--- src/rtl/lsu_mem_ctrl.sv ---
// Load/store initiator for a word-organised data memory with a one-cycle registered read.
// Sub-word stores are read-modify-write; load lanes are extracted and extended locally.
module lsu_mem_ctrl #(
  parameter int ADDR_W = 14
) (
  input  logic              clock,
  input  logic              reset,
  // Request channel: a request is taken on a rising edge where req_valid && req_ready.
  // req_ready is high only in IDLE outside reset; responses have no backpressure.
  input  logic              req_valid,
  output logic              req_ready,
  input  logic              req_write,
  input  logic [1:0]        req_size,
  input  logic              req_signed,
  input  logic [31:0]       req_addr,
  input  logic [31:0]       req_wdata,
  output logic              resp_valid,
  output logic              resp_fault,
  output logic [31:0]       resp_rdata,
  output logic              mem_ren,
  output logic              mem_wen,
  output logic [ADDR_W-1:0] mem_addr,
  output logic [1:0]        mem_size,
  output logic [31:0]       mem_wdata,
  input  logic [31:0]       mem_rdata
);

  typedef enum logic [2:0] {
    IDLE = 3'd0,
    RD   = 3'd1,
    WAIT = 3'd2,
    WR   = 3'd3,
    RESP = 3'd4
  } state_t;

  state_t             state;
  logic               wr_q;
  logic [1:0]         size_q;
  logic               signed_q;
  logic [ADDR_W-1:0]  addr_q;
  logic [15:0]        wdata_q;

  logic               req_fault;
  logic [7:0]         rd_byte;
  logic [15:0]        rd_half;
  logic [31:0]        load_word;
  logic [31:0]        merged_word;

  assign req_ready = (state == IDLE) && !reset;
  assign mem_ren   = (state == RD);
  assign mem_wen   = (state == WR);
  assign mem_size  = 2'b10;
  assign mem_addr  = {addr_q[ADDR_W-1:2], 2'b00};

  always_comb begin
    req_fault = (req_size == 2'b11)
             || (req_size == 2'b01 && req_addr[0])
             || (req_size == 2'b10 && req_addr[1:0] != 2'b00)
             || (req_addr[31:ADDR_W] != '0);
  end

  // Lane extraction for loads and lane merge for sub-word stores share the latched offset.
  always_comb begin
    rd_byte     = 8'h00;
    rd_half     = addr_q[1] ? mem_rdata[31:16] : mem_rdata[15:0];
    load_word   = mem_rdata;
    merged_word = mem_rdata;
    case (addr_q[1:0])
      2'd0:    rd_byte = mem_rdata[7:0];
      2'd1:    rd_byte = mem_rdata[15:8];
      2'd2:    rd_byte = mem_rdata[23:16];
      default: rd_byte = mem_rdata[31:24];
    endcase
    case (size_q)
      2'b00: begin
        load_word = signed_q ? {{24{rd_byte[7]}}, rd_byte} : {24'h0, rd_byte};
        case (addr_q[1:0])
          2'd0:    merged_word[7:0]   = wdata_q[7:0];
          2'd1:    merged_word[15:8]  = wdata_q[7:0];
          2'd2:    merged_word[23:16] = wdata_q[7:0];
          default: merged_word[31:24] = wdata_q[7:0];
        endcase
      end
      2'b01: begin
        load_word = signed_q ? {{16{rd_half[15]}}, rd_half} : {16'h0, rd_half};
        if (addr_q[1]) merged_word[31:16] = wdata_q;
        else           merged_word[15:0]  = wdata_q;
      end
      default: load_word = mem_rdata;
    endcase
  end

  always_ff @(posedge clock) begin
    if (reset) begin
      state      <= IDLE;
      wr_q       <= 1'b0;
      size_q     <= 2'b00;
      signed_q   <= 1'b0;
      addr_q     <= '0;
      wdata_q    <= 16'h0;
      mem_wdata  <= 32'h0;
      resp_valid <= 1'b0;
      resp_fault <= 1'b0;
      resp_rdata <= 32'h0;
    end else begin
      case (state)
        IDLE: begin
          if (req_valid) begin
            wr_q     <= req_write;
            size_q   <= req_size;
            signed_q <= req_signed;
            addr_q   <= req_addr[ADDR_W-1:0];
            wdata_q  <= req_wdata[15:0];
            if (req_fault) begin
              state      <= RESP;
              mem_wdata  <= 32'h0;
              resp_valid <= 1'b1;
              resp_fault <= 1'b1;
              resp_rdata <= 32'h0;
            end else if (req_write && req_size == 2'b10) begin
              state     <= WR;
              mem_wdata <= req_wdata;
            end else begin
              state     <= RD;
              mem_wdata <= 32'h0;
            end
          end
        end
        RD: state <= WAIT;
        WAIT: begin
          if (wr_q) begin
            state     <= WR;
            mem_wdata <= merged_word;
          end else begin
            state      <= RESP;
            resp_valid <= 1'b1;
            resp_fault <= 1'b0;
            resp_rdata <= load_word;
          end
        end
        WR: begin
          state      <= RESP;
          mem_wdata  <= 32'h0;
          resp_valid <= 1'b1;
          resp_fault <= 1'b0;
          resp_rdata <= 32'h0;
        end
        RESP: begin
          state      <= IDLE;
          resp_valid <= 1'b0;
          resp_fault <= 1'b0;
          resp_rdata <= 32'h0;
        end
        default: state <= IDLE;
      endcase
    end
  end

endmodule
--- config.mk ---
export PLATFORM = sky130hd
export DESIGN_NAME = lsu_mem_ctrl
export DESIGN_NICKNAME = d
export VERILOG_FILES = /design/src/rtl/lsu_mem_ctrl.sv
export SDC_FILE = /design/constraint.sdc
export NUM_CORES = 1
export LEC_CHECK = 0
export ABC_AREA = 1
export CAP_MARGIN = 5
export CORE_MARGIN = 5
export CORE_UTILIZATION = 25
export DETAILED_ROUTE_END_ITERATION = 8
export GPL_TIMING_DRIVEN = 0
export PLACE_DENSITY = 0.49
export REMOVE_ABC_BUFFERS = 1
export SLEW_MARGIN = 10
export SYNTH_ARGS = -nofsm -noshare
export SYNTH_HDL_FRONTEND = slang
export SYNTH_SLANG_ARGS = --single-unit
--- constraint.sdc ---
create_clock -name clock -period 2.6 [get_ports clock]
set_clock_uncertainty 0.15 [all_clocks]
set_input_delay 0.26 -clock clock [delete_from_list [all_inputs] [get_ports clock]]
set_output_delay 0.26 -clock clock [all_outputs]
set_load 0.01 [all_outputs]
After elaboration in Yosys (flattened, before gate mapping)
Cells that the tools add are included.
Widths: inputs -> output; s select.
{ "classes": {"n_reduce_logical": 22, "eq_ne": 14, "mux": 32} }
{ "ops": {"columns": ["cell", "n"], "rows": [
  ["$mux 32", 9],
  ["$pmux 32 s3", 2],
  ["$pmux 32 s2", 2],
  ["$mux 16", 3],
  ["$mux 8", 4],
  ["$pmux 8 s3", 1],
  ["$reduce_bool 18->1", 1],
  ["$pmux 3 s4", 1],
  ["$mux 3", 3],
  ["$ne 2x2->1 const B", 4],
  ["$reduce_and 4->1", 2],
  ["$eq 2x1->1 const B", 3],
  ["$eq 2x2->1 const B", 3],
  ["$eq 3x2->1 const B", 2],
  ["$reduce_bool 3->1", 2],
  ["$logic_and 1x1->1", 4],
  ["$logic_not 2->1", 2],
  ["$mux 1", 4],
  ["$pmux 1 s4", 1],
  ["$reduce_bool 4->1", 1],
  ["$eq 3x1->1 const B", 1],
  ["$eq 3x3->1 const B", 1],
  ["$logic_not 3->1", 1],
  ["$logic_or 1x1->1", 3],
  ["8 further kinds", 8]
]} }
{ "word_totals": {"wordCells": 78, "in_bits": 103, "out_inout_bits": 85, "reg_bits": 103} }

Logic depth before layout (Yosys ltp)
{ "logic_depth": {"depth_word": 8, "ltp_mapped": 11, "depth_no_buf": 10} }

Worst setup path after synthesis
OpenSTA, ideal clock, no wires.
{ "synth_timing": {"path_kind": "reg2reg", "from": "reg state[0]", "to": "reg resp_rdata[27]", "t_arrival_ns": 1.331, "slack_ns": 1.006, "stages_incl_launch_ff": 12, "setup_time_ns": 0.113, "t_required_ns": 2.337, "cell_sequence": "dfxtp_1 > inv_1 > nand3_1 > nor2_1 > inv_1 > nand2_1 > inv_2 > nand3_2 > buf_6 > buf_6 > nor2_1 > nor2_1"} }
{ "synth_via": {"elab_chain_len": 4, "elab_cells_between_ends": 11, "cone_classes": "eq/ne: 6; mux: 1; reduce/logical: 4"} }
{ "synth_rtl": {"columns": ["element", "line_no", "source"], "rows": [
  ["start, declared", "36", "state_t state;"],
  ["start signal, assigned", "95", "state <= IDLE;"],
  ["start signal, assigned", "115", "state <= RESP;"],
  ["start signal, assigned", "121", "state <= WR;"],
  ["$eq 3x2->1 / $eq 3x3->1 (equally long branches)", "106", "case (state)"],
  ["$reduce_or 2->1 (no line)", null, null],
  ["$reduce_bool 3->1 (no line)", null, null],
  ["$reduce_and 4->1 (no line)", null, null],
  ["end signal, assigned", "138", "resp_rdata <= load_word;"],
  ["end, declared", "19", "output logic [31:0] resp_rdata,"]
]} }
Several ways; a longest one is shown, not always the timed one.
A chain may end at the register's enable or synchronous reset.

Final worst setup path
{ "layout_timing": {"from": "reg state[0]", "to": "reg resp_rdata[12]"} }
The elaborated chain is that of the path after synthesis.

==> results.sh <==
export IMPL_status="finished, final reports clean"
export IMPL_final_area_um2=8646
export IMPL_initial_utilization=0.2542
export IMPL_die_y_um=167.5
export IMPL_reg2regPathDepth=7
export IMPL_areaGrowthSynthToFinish_pct=39.43
export IMPL_fmax_mhz=410.8
export IMPL_hold_class="primary input to register"
export IMPL_ant_nets=0
export IMPL_crit_top_cell="nor2_1"
export IMPL_grt_pass1_vias=6576
export IMPL_fin_util=0.3545
export IMPL_dr_pass1_iters=5
export IMPL_drt_iter0_markers=533
export IMPL_reg2reg_slack_ps=170
export IMPL_io_buffers=183
export IMPL_layout_nets=1229
export IMPL_p_total_w=0.004534
export IMPL_cts_root_buf="clkbuf_16"
export IMPL_holdBufCountCts=0
export IMPL_clockBufferDepth=2
export IMPL_p_leak_nw=3.258
export IMPL_yosys_top_cells_area="dfxtp_1 33%, nand2_1 13%, a21oi_1 9.4%"
export IMPL_clkSinkCount=103
export IMPL_worstSetupStartpointType="register"
export IMPL_cp_end_kind="register"
export IMPL_synth_largest_area_cell="dfxtp_1"
export IMPL_maxSlewViolCount=0
export IMPL_clock_latency_ps=360
export IMPL_synth_ff_type="dfxtp_1"
export IMPL_die_area_um2=28050
export IMPL_numCtsBuffers=9
export IMPL_hpwl_um=16960
export IMPL_r2r_end="resp_rdata[12]"
export IMPL_fin_cells=1456
export IMPL_relSlewSlack=0.2094
export IMPL_fillers=2670
export IMPL_path_cells="inv_1 -> nand3_1 -> clkinvlp_4 -> nand2_4 -> nand3_4 -> nor2_1 -> nor2_1"
export IMPL_ir_worst_vdd_uv=337.6
export IMPL_wirelength_um=25650
export IMPL_vias=6847
export IMPL_globalplace_congestion=0.8410
export IMPL_grt_first_pass_wirelength_um=38640
export IMPL_yosysSeqAreaShare=0.3325
export IMPL_fin_crit_sh=0.9362
export IMPL_synth_warnings=0
export IMPL_fin_crit_ps=2434
export IMPL_worst_path_largest_cell_delay_ps=410
export IMPL_io_pins=188
export IMPL_synth_avg_cell_area_um2=6.245
export IMPL_tns_ps=0
export IMPL_rsz0062_at_grt="no"
export IMPL_grt_overflow_total=0
export IMPL_setup_viol=0
export IMPL_cp_slowest_cell="dfxtp_1"
export IMPL_viasPerCell=4.703
export IMPL_cp_max_fo=15
export IMPL_fp_dieW_um=167.5
export IMPL_drive_above_1_share=0.06631
export IMPL_criticalPathCategory="register to register"
export IMPL_hold_viol=0
export IMPL_async_flop_share=0
export IMPL_synth_top_area_frac=0.3325
export IMPL_antenna_found_initial=1
export IMPL_synth_edf_count=0
export IMPL_worstMarginPinSlew_ps=1186
export IMPL_post_drt_wl_per_cell_um=17.61
export IMPL_cts_tree="yes"
export IMPL_core_area_um2=24390
export IMPL_cp_required_ps=2700
export IMPL_place_area_um2=8142
export IMPL_rows=57
export IMPL_synth_cell_types=32
export IMPL_yosys_register_bits=103
export IMPL_register_area_um2=2069
export IMPL_htreeDepth=3
export IMPL_timing_rr_start="state[0]"
export IMPL_syn_inst=993
export IMPL_multi_input_area_um2=3445
export IMPL_dp_cells=1428
export IMPL_power_density_nw_per_um2=524.5
export IMPL_critPathArrivalTime_ps=2530
export IMPL_clk_pin_slew_ps=70
export IMPL_grt_max_degree=50
export IMPL_synth_area_um2=6201
export IMPL_critPathLaunch="state[0]"
export IMPL_grt_usage=0.1748
export IMPL_remaining_drc_errors=0
export IMPL_cap_violations=0
export IMPL_crit_end="resp_rdata[12]"
export IMPL_hold_depth=3
worst min path at each step:
| stage | endpoint | slack [ps] | from |
|---|---|---|---|
| final | mem_wdata[19] | 310 | req_wdata[19] |
| after global routing | addr_q[2] | 330 | req_addr[2] |
| after CTS | mem_wdata[20] | 300 | req_wdata[20] |
| after detailed placement | resp_rdata[4] | 300 | resp_rdata[4] |
| after global placement | addr_q[7] | 300 | addr_q[7] |
| after floorplan | addr_q[10] | 180 | reset |
critical path: cells and delay by family, from the launching register on:
kind	cells	cell delay [ps]
flops	1	410
simple gates	5	1270
buf+inv	2	490
final cells by class:
type	count	share of cell area
inverters	97	0.04370
repair inverters	2	0.001447
clock inverters	5	0.01216
multi-input cells	719	0.3984
flip-flops and latches	103	0.2394
well taps	324	0.04689
diodes	1	0.0002894
repair buffers	194	0.2297
clock buffers	11	0.02808
flip-flops by register name (all words and copies together), names as in the netlist:
name,flops
state,3
resp_fault,1
size_q,2
mem_wdata,32
resp_valid,1
wr_q,1
signed_q,1
wdata_q,16
addr_q,14
resp_rdata,32
placed cells by master, fill, tap and decap left out, types with 4 or more instances in the layout:
cell	n
a21boi_0	9
a21oi_1	116
a31oi_1	17
buf_4	5
clkbuf_16	9
clkdlybuf4s50_1	181
clkinvlp_4	6
conb_1	4
dfxtp_1	101
inv_1	88
inv_2	5
nand2_1	212
nand2_4	4
nand3_1	55
nand3_4	4
nand4_1	10
nor2_1	132
nor2_2	10
nor2_4	4
o211ai_1	16
o21ai_0	103
o22ai_1	6
or2_2	7
where the power goes:
part | switching, W | internal [W]
Sequential | 0.0000819 | 0.00168
Combinational | 0.000645 | 0.000490
Clock | 0.000665 | 0.000970
cell usage after synthesis (10+ instances only):
cell / n
nand4_1: 10
nand3_1: 55
nor2_2: 10
a21oi_1: 116
a31oi_1: 17
o211ai_1: 16
clkbuf_1: 29
inv_1: 93
buf_4: 18
nand2_1: 214
dfxtp_1: 103
o21ai_0: 103
buf_2: 24
nor2_1: 134
through the flow:
| stage | setup WS [ps] | hold slack, ps |
|---|---|---|
| finish | 165.9 | 308.4 |
| global route | 34.20 | 325.9 |
| CTS | 27.27 | 302.3 |
| detailed placement | -1306 | 304.4 |
| global placement | -3791 | 297.5 |
| floorplan | -489.6 | 179.1 |
what timing repair did:
item | 4_1_cts | 5_1_grt
setup endpoints to repair | 69 | 38
pin swaps | 1 | 2
cloned | 4 | 1
buffers inserted | 4 | 2
resized for setup | 14 | 4
cell families (layout without fill, tap and decap cells):
logic type | Yosys count | after routing | synth area share
AO/OA/AOI/OAI | 270 | 270 | 0.2331
buffers and inverters | 176 | 309 | 0.1287
other | 2 | 5 | 0.001211
AND/OR/NAND/NOR | 442 | 445 | 0.3045
flip-flops | 103 | 103 | 0.3325
routing by layer:
metal	GRT usage	wire length (µm)
met1	0.2321	11860
met2	0.2782	11260
met3	0.05233	2051
met4	0.04517	468
met5	0	0
Power figures use the tool's default switching activity.
==> RTL change 1 (same flow settings) <==
Put one more register stage on the output `resp_fault`, with the module's reset. The value now appears one clock later. The other outputs are not delayed to match.
--- a/src/rtl/lsu_mem_ctrl.sv
+++ b/src/rtl/lsu_mem_ctrl.sv
@@ -32,6 +32,8 @@
     WR   = 3'd3,
     RESP = 3'd4
   } state_t;
+
+  logic resp_fault_s0;
 
   state_t             state;
   logic               wr_q;
@@ -100,7 +102,7 @@
       wdata_q    <= 16'h0;
       mem_wdata  <= 32'h0;
       resp_valid <= 1'b0;
-      resp_fault <= 1'b0;
+      resp_fault_s0 <= 1'b0;
       resp_rdata <= 32'h0;
     end else begin
       case (state)
@@ -115,7 +117,7 @@
               state      <= RESP;
               mem_wdata  <= 32'h0;
               resp_valid <= 1'b1;
-              resp_fault <= 1'b1;
+              resp_fault_s0 <= 1'b1;
               resp_rdata <= 32'h0;
             end else if (req_write && req_size == 2'b10) begin
               state     <= WR;
@@ -134,7 +136,7 @@
           end else begin
             state      <= RESP;
             resp_valid <= 1'b1;
-            resp_fault <= 1'b0;
+            resp_fault_s0 <= 1'b0;
             resp_rdata <= load_word;
           end
         end
@@ -142,13 +144,13 @@
           state      <= RESP;
           mem_wdata  <= 32'h0;
           resp_valid <= 1'b1;
-          resp_fault <= 1'b0;
+          resp_fault_s0 <= 1'b0;
           resp_rdata <= 32'h0;
         end
         RESP: begin
           state      <= IDLE;
           resp_valid <= 1'b0;
-          resp_fault <= 1'b0;
+          resp_fault_s0 <= 1'b0;
           resp_rdata <= 32'h0;
         end
         default: state <= IDLE;
@@ -156,4 +158,12 @@
     end
   end
 
+  always_ff @(posedge clock) begin
+    if (reset) begin
+      resp_fault <= '0;
+    end else begin
+      resp_fault <= resp_fault_s0;
+    end
+  end
+
 endmodule
Function: changed (Yosys sat finds a counterexample within 4 cycles, from zero or initial values and one cycle with reset high).
==> RTL change 1 against the unedited design <==
Sequential cell count rose by 1. Setup slack got worse by 19 ps. Cell area about the same. Total power decreased by 1.1%. Via count grew 1.9%. Clock power decreased by 6%. First-iteration DRC count down 17%. Synthesized cell count up 3.6%. Routed wire length shrank 0.28%. Area after synthesis up 1.5%. Maximum frequency down 0.79%. Critical path type unchanged. Largest cell class unchanged.
==> RTL change 1: results (changes against the unedited design) <==
Status: finished clean (unchanged). The wire length per cell was 17.2 um (was 17.6 um). The initial antenna violation count is 0 (was 1). The share of cells above drive strength 1 is 0.0491 (was 0.0663).

The part of the Yosys area used for sequential elements is 0.331 (was 0.333). The compound-gate portion of the synthesized area is 0.269 (was 0.233). The pin count of the biggest net entering global routing came out at 63 (was 50). The antenna diode count is 0 (was 1).

The worst-case hold path end point was resp_fault (was mem_wdata[19]). The instance area at placement came out at 8250 um^2 (was 8140 um^2). The number of cells after detailed placement came out at 1470 (was 1428). The last weighted congestion value of the routability-driven placer is 0.807 (was 0.841). The max-slew headroom at the worst pin is 0.420 (was 0.209). The clock network power share is 0.343 (was 0.360). The critical hold path startpoint is resp_fault_s0 (was req_wdata[19]). The timing endpoint of the critical path is resp_rdata[20] (was resp_rdata[12]). The cell count of the worst reg-to-reg path came out at 6 (was 7). The share of cell area taken by multi-input logic gates came to 0.396 (was 0.398). The net switching share of the total power was 0.311 (was 0.307).

The delay contributed by the slowest stage of the critical path came to 710 ps (was 410 ps). The fill cell instance count of the final layout came out at 2782 (was 2670). The half-perimeter wire length after detailed placement came out at 16900 um (was 17000 um). The met2 usage in global routing came out at 0.270 (was 0.278). The smallest hold slack is 275 ps (was 308 ps). The sequential cell area came out at 2090 um^2 (was 2070 um^2).

The launch point of the critical path is addr_q[0] (was state[0]). Biggest area contributors in the synthesized netlist: dfxtp_1 33%, nand2_1 12%, a21oi_1 11%, o21ai_0 10%, nor2_1 9.5% (was dfxtp_1 33%, nand2_1 13%, a21oi_1 9.4%, o21ai_0 8.3%, nor2_1 8.1%). The worst hold path depth is 2 (was 3). The maximum vdd ir drop came out at 314 uV (was 338 uV). The final-layout clock buffer total is 12 (was 11).
-- RTL change 1: cell types whose count changed in the layout (fill, tap and decap cells not counted), sizes merged, moves of 5 or more --
cell      delta
a31oi       -16
a21oi       +24
or2          -6
a21boi      +16
o21ai       +45
nor2        +19
nand4        -6
o22ai        -5
clkinvlp     -7
inv         +16
o211ai      -14
nand2       -11
nand3       -28
-- RTL change 1: timing repair --
| item | in CTS | in global routing |
|---|---|---|
| endpoints found under the setup margin | 48 | 30 |
| gates resized for setup | 8 | 4 |
| pin swaps | 2 | 2 |
| hold buffers | 0 | 0 |
| setup buffers | 1 | 2 |
| cloned | 2 | 1 |
-- RTL change 1: cells by family after synthesis --
family / after synthesis
DFF: 104
buffers and inverters: 190
AOI/OAI and AO/OA: 322
and+or+nand+nor: 411
other: 2
-- RTL change 1: per-layer routing --
metal	routed length, um	up-vias
met5	0	-
met4	578	0
met3	2070	31
li1	-	3545
met2	11200	259
met1	11800	3142
==> RTL change 2 (same settings) <==
Made on the original files. The parameter `ADDR_W` goes from 14 to 16.
--- a/src/rtl/lsu_mem_ctrl.sv
+++ b/src/rtl/lsu_mem_ctrl.sv
@@ -1,7 +1,7 @@
 // Load/store initiator for a word-organised data memory with a one-cycle registered read.
 // Sub-word stores are read-modify-write; load lanes are extracted and extended locally.
 module lsu_mem_ctrl #(
-  parameter int ADDR_W = 14
+  parameter int ADDR_W = 16
 ) (
   input  logic              clock,
   input  logic              reset,
Interface: changed (resized mem_addr); port bits go from 188 to 190. The function was not compared with the original's and may differ.
==> RTL change 2 against the unedited design <==
Total power shrank 0.96%. Setup slack improved by 29 ps. First-iteration DRC count fell by 14%. Largest power group unchanged. Non-clock buffer count grew 4. Area after synthesis grew 2.6%. Cell area increased by 1.3%. Sequential cell count rose by 2. Routed wire length is 3.3% higher. Utilization is 0.56 points lower. Synthesized cell count up 0.30%.
==> RTL change 2: results (changes against the unedited design) <==
The classification of the worst-slack hold path was input port to register (unchanged). The initial antenna violation count is 1 (unchanged). The number of buffers on the longest clock path is 2 (unchanged). The delay contributed by the slowest stage of the critical path came out at 650 ps (was 410 ps). The number of hold violations in the final report is 0 (unchanged). The last weighted congestion value of the routability-driven placer is 0.779 (was 0.841). The number of buffers added on ports came out at 185 (was 183). The clock edge transition at the registers on the reported setup and hold paths came out at 70 ps (about the same). Status: finished clean (unchanged). The main flop type after synthesis is dfxtp_1 (unchanged). The final net count is 1230 (was 1229). The setup slack of the most critical reg-to-reg path came out at 190 ps (was 170 ps). The half-perimeter wire length after detailed placement came to 16600 um (was 17000 um). The library cell contributing the largest single delay on the critical path is inv_2 (was dfxtp_1). The pin count of the biggest net entering global routing came out at 73 (was 50). The slew of the pin with the lowest slew margin is 786 ps (was 1190 ps). Largest registers: mem_wdata (32), resp_rdata (32) (was mem_wdata (32), resp_rdata (32), wdata_q (16)). The launch point of the critical path is size_q[1] (was state[0]).

The instance area at placement is 8280 um^2 (was 8140 um^2). The cell count of the worst reg-to-reg path is 8 (was 7). The warning count from the yosys run came out at 0 (unchanged). The number of buffers added by the clock tree synthesis step is 9 (unchanged). The final setup TNS came out at 0 ps (unchanged). The share of cells above drive strength 1 is 0.0663 (about the same). The data arrival time of the critical path is 2510 ps (was 2530 ps).

The detailed router's first-iteration violation count was 460 (was 533). The via count was 6959 (was 6847). The total wirelength of the detailed-routed design is 26500 um (was 25600 um). The leakage power figure came to 3.39 nW (was 3.26 nW). The via count of the first global-routing pass is 6603 (was 6576). The type of element capturing the critical path was a register (unchanged). The critical hold path startpoint was req_wdata[30] (was req_wdata[19]). Biggest area contributors in the synthesized netlist: dfxtp_1 33%, nand2_1 14%, nor2_1 7.8%, a21oi_1 7.1%, nand3_1 6.7% (was dfxtp_1 33%, nand2_1 13%, a21oi_1 9.4%, o21ai_0 8.3%, nor2_1 8.1%). The maximum vdd ir drop is 249 uV (was 338 uV).

The worst reg2reg path endpoint is resp_rdata[6] (was resp_rdata[12]). The total congestion overflow is 0 (unchanged). The global router's overall resource usage is 0.181 (was 0.175). List of most frequent post-synthesis cells: 235 x nand2_1, 133 x nor2_1, 105 x dfxtp_1 (was 214 x nand2_1, 134 x nor2_1, 116 x a21oi_1). The async set or reset register ratio after synthesis was 0 (unchanged). The latest clock arrival within the worst-skew pair came out at 360 ps (about the same).

The part of the Yosys area used for sequential elements is 0.330 (was 0.333). The detailed-routing iteration count for the pre-antenna-repair pass came out at 5 (unchanged). The biggest fanout along the worst timing path is 37 (was 15). The antenna diode count came out at 0 (was 1). The count of cell types in the netlist is 32 (unchanged).

The cell at the root of the clock tree is clkbuf_16 (unchanged). The first-pass GRT wire length came out at 40100 um (was 38600 um). The number of levels the H-tree was split into is 3 (unchanged).
[RTL change 2: cell types whose count changed in the layout (fill, tap and decap cells not counted), sizes merged, moves of 11 or more]
cell	delta
o21ai	-42
nand3	+30
a21oi	-26
o211ai	+25
nand2	+19
a21boi	+16
inv	-14
a31oi	-13
o21a	+11
[RTL change 2: kinds of logic (layout without fill, tap and decap cells)]
| logic type | count (synthesis) | count (layout) | synth area share |
|---|---|---|---|
| flip-flops | 105 | 105 | 0.330 |
| AO/OA/AOI/OAI | 241 | 241 | 0.223 |
| AND/OR/NAND/NOR | 483 | 488 | 0.321 |
| other | 2 | 4 | 0.00118 |
| buffers and inverters | 165 | 294 | 0.124 |
[RTL change 2: worst max-delay path: cells and delay by family (launching register included)]
family	cells	cell delay (ps)
buffers and inverters	1	650
AND/OR/NAND/NOR	6	750
flip-flops	1	500
AO/OA/AOI/OAI	1	220
[RTL change 2: worst min-delay path by stage]
stage,to,slack (ps),cells after the start
final,mem_wdata[30],300,3
after floorplan,addr_q[10],180,1
after global placement,addr_q[11],300,2
after detailed placement,addr_q[10],300,2
after global routing,addr_q[12],310,3
after CTS,mem_wdata[30],290,3
[RTL change 2: report_power, final]
part / internal (W) / switching [W]
clock: 0.000846 / 0.000690
sequential: 0.00171 / 0.0000751
combinational: 0.000495 / 0.000670
[RTL change 2: per-layer routing]
metal / global-route usage / share of wire / up-vias
met3: 0.0496 / 0.080 / 19
met2: 0.297 / 0.46 / 241
met1: 0.240 / 0.45 / 3160
met5: 0 / 0.00042 / -
li1: - / - / 3537
met4: 0.0382 / 0.011 / 2
[RTL change 2: through the flow]
stage | worst slack (ps) | hold slack [ps] | std cells | utilization
finish | 195 | 302 | 1462 | 0.349
global route | 23.4 | 312 | 1462 | 0.349
CTS | 65.1 | 288 | 1462 | 0.349
detailed placement | -969 | 304 | 1433 | 0.330
global placement | -2300 | 297 | 1428 | 0.325
floorplan | -468 | 179 | 913 | -
[RTL change 2: final cells by class]
cell class / count / area, um^2
Fill cell: 2766 / 16300
Multi-Input combinational cell: 733 / 3580
Sequential cell: 105 / 2100
Timing Repair Buffer: 198 / 2020
Tap cell: 330 / 413
Inverter: 80 / 318
Clock buffer: 9 / 225
Clock inverter: 7 / 95.1
[RTL change 2: what timing repair did]
action | 4_1_cts | 5_1_grt
pin swaps | 3 | 0
gates resized for setup | 9 | 5
hold buffers | 1 | 0
setup endpoints to repair | 67 | 40
gates cloned | 5 | 0
endpoints found under the hold margin | 3 | 0
setup buffers | 7 | 0
